**src/rtl/hazard_unit_if.sv**
```systemverilog
// hazard_unit_if: signal bundle between the hazard unit and the pipeline
//   hu modport: fetch/memory handshakes and EX/ID instructions in,
//   PC/latch enables, latch flushes and the load-use stall counter out.
interface hazard_unit_if;
  logic        ihit;
  logic        dhit;
  logic        dmem_req;
  logic [31:0] ex_instr;
  logic [31:0] id_instr;
  logic        mem_branch_taken;
  logic        mem_jump;
  logic        pcEN;
  logic        fdEN;
  logic        dxEN;
  logic        xmEN;
  logic        mwEN;
  logic        fd_flush;
  logic        dx_flush;
  logic        xm_flush;
  logic [31:0] stall_count;
  modport hu (
    input  ihit, dhit, dmem_req, ex_instr, id_instr, mem_branch_taken, mem_jump,
    output pcEN, fdEN, dxEN, xmEN, mwEN, fd_flush, dx_flush, xm_flush, stall_count
  );
endinterface

```
**src/rtl/hazard_unit.sv**
```systemverilog
// hazard_unit: pipeline stall/flush control with a load-use stall counter
//   CLK   rising-edge clock
//   nRST  synchronous active-low reset (clears stall_count only)
//   huif  hazard_unit_if.hu: enables/flushes are combinational, stall_count registered
//   HAZARD_PRECISE_LOAD_USE_EN: when defined, load-use requires a real register
//   dependence between the LW destination and the ID source registers.
module hazard_unit (
  input logic       CLK,
  input logic       nRST,
  hazard_unit_if.hu huif
);
  localparam logic [5:0] LW = 6'b100011;
  logic load_use, mem_wait, ctrl, go, lu;
`ifdef HAZARD_PRECISE_LOAD_USE_EN
  logic [4:0] ex_rt;
  assign ex_rt    = huif.ex_instr[20:16];
  assign load_use = huif.ex_instr[31:26] == LW && ex_rt != 5'd0 &&
                    (ex_rt == huif.id_instr[25:21] || ex_rt == huif.id_instr[20:16]);
`else
  assign load_use = huif.ex_instr[31:26] == LW;
`endif
  assign mem_wait = huif.dmem_req & ~huif.dhit;
  assign ctrl     = huif.mem_branch_taken | huif.mem_jump;
  // Nothing moves or bubbles without fetch progress, and nothing during a memory wait.
  assign go       = ~mem_wait & huif.ihit;
  // A control hazard squashes the younger LW, so it overrides load-use.
  assign lu       = load_use & ~ctrl;
  assign huif.pcEN     = go & ~lu;
  assign huif.fdEN     = go & ~lu;
  assign huif.dxEN     = go;
  assign huif.xmEN     = go;
  assign huif.mwEN     = go;
  assign huif.fd_flush = go & ctrl;
  assign huif.dx_flush = go & (ctrl | lu);
  assign huif.xm_flush = go & ctrl;
  logic [31:0] cnt;
  always_ff @(posedge CLK)
    if (!nRST) cnt <= '0;
    else if (go & lu) cnt <= cnt + 32'd1;
  assign huif.stall_count = cnt;
endmodule

```
**src/flat_wrapper.sv**
```systemverilog
// flat-port wrapper written by rule: the top's interface ports become plain ports
module hazard_unit_flat 
  (CLK, nRST, huif_ihit, huif_dhit, huif_dmem_req, huif_ex_instr, huif_id_instr, huif_mem_branch_taken, huif_mem_jump, huif_pcEN, huif_fdEN, huif_dxEN, huif_xmEN, huif_mwEN, huif_fd_flush, huif_dx_flush, huif_xm_flush, huif_stall_count);
  hazard_unit_if huif_i ();
  input logic CLK;
  input logic nRST;
  input wire logic [$bits(huif_i.ihit)-1:0] huif_ihit;
  input wire logic [$bits(huif_i.dhit)-1:0] huif_dhit;
  input wire logic [$bits(huif_i.dmem_req)-1:0] huif_dmem_req;
  input wire logic [$bits(huif_i.ex_instr)-1:0] huif_ex_instr;
  input wire logic [$bits(huif_i.id_instr)-1:0] huif_id_instr;
  input wire logic [$bits(huif_i.mem_branch_taken)-1:0] huif_mem_branch_taken;
  input wire logic [$bits(huif_i.mem_jump)-1:0] huif_mem_jump;
  output wire logic [$bits(huif_i.pcEN)-1:0] huif_pcEN;
  output wire logic [$bits(huif_i.fdEN)-1:0] huif_fdEN;
  output wire logic [$bits(huif_i.dxEN)-1:0] huif_dxEN;
  output wire logic [$bits(huif_i.xmEN)-1:0] huif_xmEN;
  output wire logic [$bits(huif_i.mwEN)-1:0] huif_mwEN;
  output wire logic [$bits(huif_i.fd_flush)-1:0] huif_fd_flush;
  output wire logic [$bits(huif_i.dx_flush)-1:0] huif_dx_flush;
  output wire logic [$bits(huif_i.xm_flush)-1:0] huif_xm_flush;
  output wire logic [$bits(huif_i.stall_count)-1:0] huif_stall_count;
  assign huif_i.ihit = huif_ihit;
  assign huif_i.dhit = huif_dhit;
  assign huif_i.dmem_req = huif_dmem_req;
  assign huif_i.ex_instr = huif_ex_instr;
  assign huif_i.id_instr = huif_id_instr;
  assign huif_i.mem_branch_taken = huif_mem_branch_taken;
  assign huif_i.mem_jump = huif_mem_jump;
  assign huif_pcEN = huif_i.pcEN;
  assign huif_fdEN = huif_i.fdEN;
  assign huif_dxEN = huif_i.dxEN;
  assign huif_xmEN = huif_i.xmEN;
  assign huif_mwEN = huif_i.mwEN;
  assign huif_fd_flush = huif_i.fd_flush;
  assign huif_dx_flush = huif_i.dx_flush;
  assign huif_xm_flush = huif_i.xm_flush;
  assign huif_stall_count = huif_i.stall_count;
  hazard_unit u_core (.CLK(CLK), .nRST(nRST), .huif(huif_i));
endmodule
```
**config.mk**
```make
export PLATFORM = sky130hd
export DESIGN_NAME = hazard_unit_flat
export DESIGN_NICKNAME = d
export VERILOG_FILES = /design/src/rtl/hazard_unit_if.sv /design/src/rtl/hazard_unit.sv /design/src/flat_wrapper.sv
export SDC_FILE = /design/constraint.sdc
export NUM_CORES = 1
export LEC_CHECK = 0
export ABC_CLOCK_PERIOD_IN_PS = 5600
export BUFFER_PORTS_ARGS = -buffer_cell sky130_fd_sc_hd__buf_2
export CAP_MARGIN = 30
export CORE_MARGIN = 10
export CORE_UTILIZATION = 44
export CTS_CLUSTER_DIAMETER = 100
export DETAILED_ROUTE_END_ITERATION = 8
export PLACE_DENSITY_LB_ADDON = 0.25
export RECOVER_POWER = 100
export SLEW_MARGIN = 20
export SYNTH_ARGS = -nofsm -noshare
export SYNTH_HDL_FRONTEND = slang
export SYNTH_SLANG_ARGS = --single-unit
```
**constraint.sdc**
```tcl
create_clock -name CLK -period 5.6 [get_ports CLK]
set_input_delay 1.12 -clock CLK [delete_from_list [all_inputs] [get_ports CLK]]
set_output_delay 1.12 -clock CLK [all_outputs]
set_load 0.01 [all_outputs]
```
# Word-level counts from Yosys, hierarchy flattened
# Cells that the tools add are included.
# classes
eq_ne	1
n_bitwise	13
n_addsub	1
# ops
operator	n
$add A32 B1 Y32 const B	1
$and A1 B1 Y1	7
$eq A6 B6 Y1 const B	1
$not A1 Y1	4
$or A1 B1 Y1	2
# word_totals
out_inout_bits	40
ff_bits	32
inputBits	71
wordCells	16

# Longest topological paths before layout
# logic_depth
depth_word	5
depth_mapped	7
mapped_depth_nobuf	5

# Least setup slack after synthesis
# No wires, ideal clock.
# synth_timing
path_kind	input-to-output
from	input huif_ex_instr[28]
to	output huif_pcEN
required_ns	4.480
n_path_buf	1
path_stages	3
setup_slack_ns	2.645
t_arrival_ns	1.835
cell_sequence	and4bb_2 > a31oi_1 > buf_4
# synth_via
elab_chain_len	4
# synth_lines
element	line	source
from (decl)	flat_wrapper.sv:10	input wire logic [$bits(huif_i.ex_instr)-1:0] huif_ex_instr;
$eq A6 B6 Y1	hazard_unit.sv:20	assign load_use = huif.ex_instr[31:26] == LW;
$and A1 B1 Y1	hazard_unit.sv:27	assign lu = load_use & ~ctrl;
$not A1 Y1	--	
$and A1 B1 Y1	--	
to (decl)	flat_wrapper.sv:14	output wire logic [$bits(huif_i.pcEN)-1:0] huif_pcEN;
# Every way passes these cells.

# Worst setup path after layout
# layout_timing
from	input huif_ex_instr[28]
to	output huif_dx_flush
# layout_via
elab_chain_len	4
# layout_lines
element	line	source
$eq A6 B6 Y1	hazard_unit.sv:20	
$and A1 B1 Y1	hazard_unit.sv:27	
$or A1 B1 Y1	hazard_unit.sv:34	assign huif.dx_flush = go & (ctrl | lu);
$and A1 B1 Y1	hazard_unit.sv:34	
to (decl)	flat_wrapper.sv:20	output wire logic [$bits(huif_i.dx_flush)-1:0] huif_dx_flush;
# Every way passes these cells.

==> results.py <==
metrics = {
    "synthesis": {
        "syn_nets": 268,
        "yosys.cell_types.count": 30,
        "synth_warnings": 0,
        "synthFlopType": "dfxtp_1",
        "seq_area_frac_synth_pct": 40.03,
        "netlist_area_um2": 1600,
        "synth_area_per_cell_um2": 8.165,
        "async_reset_ff_share_pct": 0,
        "synthCells": 196,
        "synth_edf_count": 0,
        "ys_ff_latch": 32,
    },
    "die": {
        "dieArea_um2": 6449,
        "rows": 21,
        "core_um2": 3416,
        "initial_core_util_pct": 46.85,
        "io_pins": 111,
        "die_h_um": 80.31,
        "fp.dieW_um": 80.31,
    },
    "placement": {
        "post_dp_cell_area_um2": 1844,
        "pre_cts_slack_ps": 2415,
        "dpl.hpwl_um": 2787,
        "io_buffers": 52,
        "gp_congestion": 0.7939,
        "place_inst": 281,
    },
    "run": {
        "cap_violations": 0,
    },
    "global_routing": {
        "grt-busiest-layer": "met2",
        "grt_max_degree": 33,
        "use_met2_pct": 21.11,
        "gr-total-overflow": 0,
        "antenna_found_initial": 0,
        "grt_use_met1_pct": 12.27,
        "first_global_vias": 1432,
        "met3_usage_pct": 4.343,
        "grt_pass1_wl_um": 6279,
        "grt.total_usage_pct": 11.85,
    },
    "detailed_routing": {
        "ant_nets": 0,
        "drc": 0,
        "dr.pass1.iters": 4,
        "drtIter0Drc": 86,
        "viasPerCell": 5.345,
        "wl_per_cell_um": 12.98,
        "vias": 1550,
        "drt_wl_total_um": 3763,
    },
    "run_status": {
        "status": "completed",
    },
    "layout": {
        "largest_register_ffs": 32,
        "num_antenna_cells": 0,
        "final_nets": 315,
        "finalNonFillerCells": 290,
        "area_growth_pct": 16.73,
        "layout-drive-gt1-share_pct": 10.25,
        "final_area_um2": 1868,
        "final_core_util_pct": 54.69,
    },
    "power": {
        "peakVddDrop_mv": 0.1809,
        "p_per_area_nw_per_um2": 207.4,
        "leakage_nw": 0.5666,
    },
    "clock_tree": {
        "cts.sinks": 32,
        "cts_resized": 0,
        "clk_latency_ps": 330,
        "cts_inserted_buffers": 5,
        "clk_pin_slew_ps": 100,
        "cts_tree": "done",
        "ctsHoldBuffers": 0,
        "cts_setup_buffers": 0,
        "clock_path_buffers": 2,
        "htreeDepth": 2,
        "cts_root_buf": "clkbuf_4",
    },
    "min_path": {
        "min_path_type": "register to register",
    },
    "setup_path": {
        "crit_family": "simple AND/OR/NAND/NOR gates",
        "worstPathCellList": "buf_2 > and4bb_1 > nand2_1 > a21oi_1 > clkbuf_1",
        "worst-path-max-fanout": 3,
        "critical-path-slowest-cell": "and4bb_1",
        "r2r-start": "u_core.huif.stall_count[0]$_SDFFE_PN0P_",
        "setup.worst_path.start_class": "primary input",
        "endpoint": "huif_dx_flush",
        "end_kind": "output pin",
        "crit_path_start": "huif_ex_instr[28]",
        "cp.required_ps": 4480,
        "reg2reg_slack_ps": 3310,
        "cp_num_cells": 5,
        "crit_type": "primary input to output pin",
        "timing.rr.end": "u_core.huif.stall_count[30]$_SDFFE_PN0P_",
        "rr_worst_depth": 5,
        "slowest_delay_ps": 300,
        "arrival_ps": 1930,
        "crit_buf_inv": 2,
    },
    "sta": {
        "post-route-period-util_pct": 54.40,
        "maxSlewHeadroom_pct": 60.14,
        "hold_viol": 0,
        "finalSetupViolCount": 0,
        "rsz0062_at_grt": "no",
        "worst_pin_slew_ps": 596.1,
        "drv_slew": 0,
        "finalClockSkew_ps": 5.875,
        "tns_ps": 0,
        "period_minus_slack_ps": 3046,
        "timing.final.ws_setup_ps": 2554,
        "fmax_ghz": 0.3283,
    },
}
## worst min-delay path, delay by kind of cell, from the launching register on
kind	cells	cell delay (ps)
flip-flops	1	330
AO/OA/AOI/OAI	2	110
## layout make-up
cell class / instances / area, um^2
clock buffer: 8 / 58.81
fill: 367 / 1548
inverter: 7 / 26.28
multi-input combinational: 144 / 859.6
sequential: 32 / 640.6
tap: 46 / 57.56
timing repair buffer: 53 / 225.2
## kinds of logic after synthesis
logic type	count (synthesis)	share of synthesized area, %
fa+ha+maj	1	0.7817
buf+inv	20	6.255
flops	32	40.03
compound gates	38	13.21
simple gates	91	32.06
xor+xnor	14	7.662
## cells in the mapped netlist, types with 2 or more instances
master    number  area share, %
nand2_1       16            3.8
dfxtp_1       32             40
nand4_1        6            2.3
or4_1         10            4.7
and3_1         3            1.2
o21ai_0       10            3.1
or3_1          9            3.5
inv_1          7            1.6
nor4_1         7            2.7
nand3_1        8            2.5
nor3_1         5            1.6
or2_2          2           0.78
buf_4          4            1.9
nor2_1        18            4.2
o31ai_1        8            3.8
buf_2          2           0.63
clkbuf_1       5            1.2
a21oi_1       19            5.9
xnor2_1       14            7.7
## metal layers
metal / part of all wire [%] / wire [um]
met4: 1.2 / 44
met5: 0 / 0
met1: 43 / 1610
met2: 50 / 1900
met3: 5.5 / 207
## power breakdown
part / total (W) / switching (W) / internal (W)
logic: 0.0000199 / 0.0000126 / 0.00000732
clock network: 0.000140 / 0.0000782 / 0.0000620
registers: 0.000227 / 0.0000000149 / 0.000227
## worst min path at each step
stage | slack [ps] | cells after the start | from | endpoint
finish | 490 | 2 | u_core.huif.stall_count[31]$_SDFFE_PN0P_ | u_core.huif.stall_count[31]$_SDFFE_PN0P_
global route | 510 | 2 | u_core.huif.stall_count[31]$_SDFFE_PN0P_ | u_core.huif.stall_count[31]$_SDFFE_PN0P_
CTS | 480 | 2 | u_core.huif.stall_count[31]$_SDFFE_PN0P_ | u_core.huif.stall_count[31]$_SDFFE_PN0P_
detailed placement | 470 | 2 | u_core.huif.stall_count[31]$_SDFFE_PN0P_ | u_core.huif.stall_count[31]$_SDFFE_PN0P_
global placement | 470 | 2 | u_core.huif.stall_count[31]$_SDFFE_PN0P_ | u_core.huif.stall_count[31]$_SDFFE_PN0P_
floorplan | 500 | 2 | u_core.huif.stall_count[31]$_SDFFE_PN0P_ | u_core.huif.stall_count[31]$_SDFFE_PN0P_
## stage by stage
step	hold WS, ps	total power [W]
5_1_grt	513.1	0.0004015
6_report	486.1	0.0003875
2_1_floorplan	495.9	0.0002456
4_1_cts	484.5	0.0003906
3_3_place_gp	465.4	0.0002525
3_5_place_dp	471.1	0.0002527
## placed cells by master (no fill, tap or decap)
cell	n
clkbuf_4	5
nor2_1	18
a31oi_1	1
clkbuf_1	42
nor2b_1	1
or3_1	9
nor3_1	5
ha_1	1
or2_2	2
nand2b_1	1
nand2_1	16
nor4_1	7
buf_8	1
o21ai_0	10
xnor2_1	14
and3_2	1
nand4_1	6
o31ai_1	8
a21oi_1	19
inv_1	7
buf_2	12
or4_1	10
and4_4	1
nor2_4	1
clkbuf_8	1
and4bb_1	1
nand4_4	1
nand3_1	8
dfxtp_1	32
and3_1	3
Power figures use the tool's default switching activity.
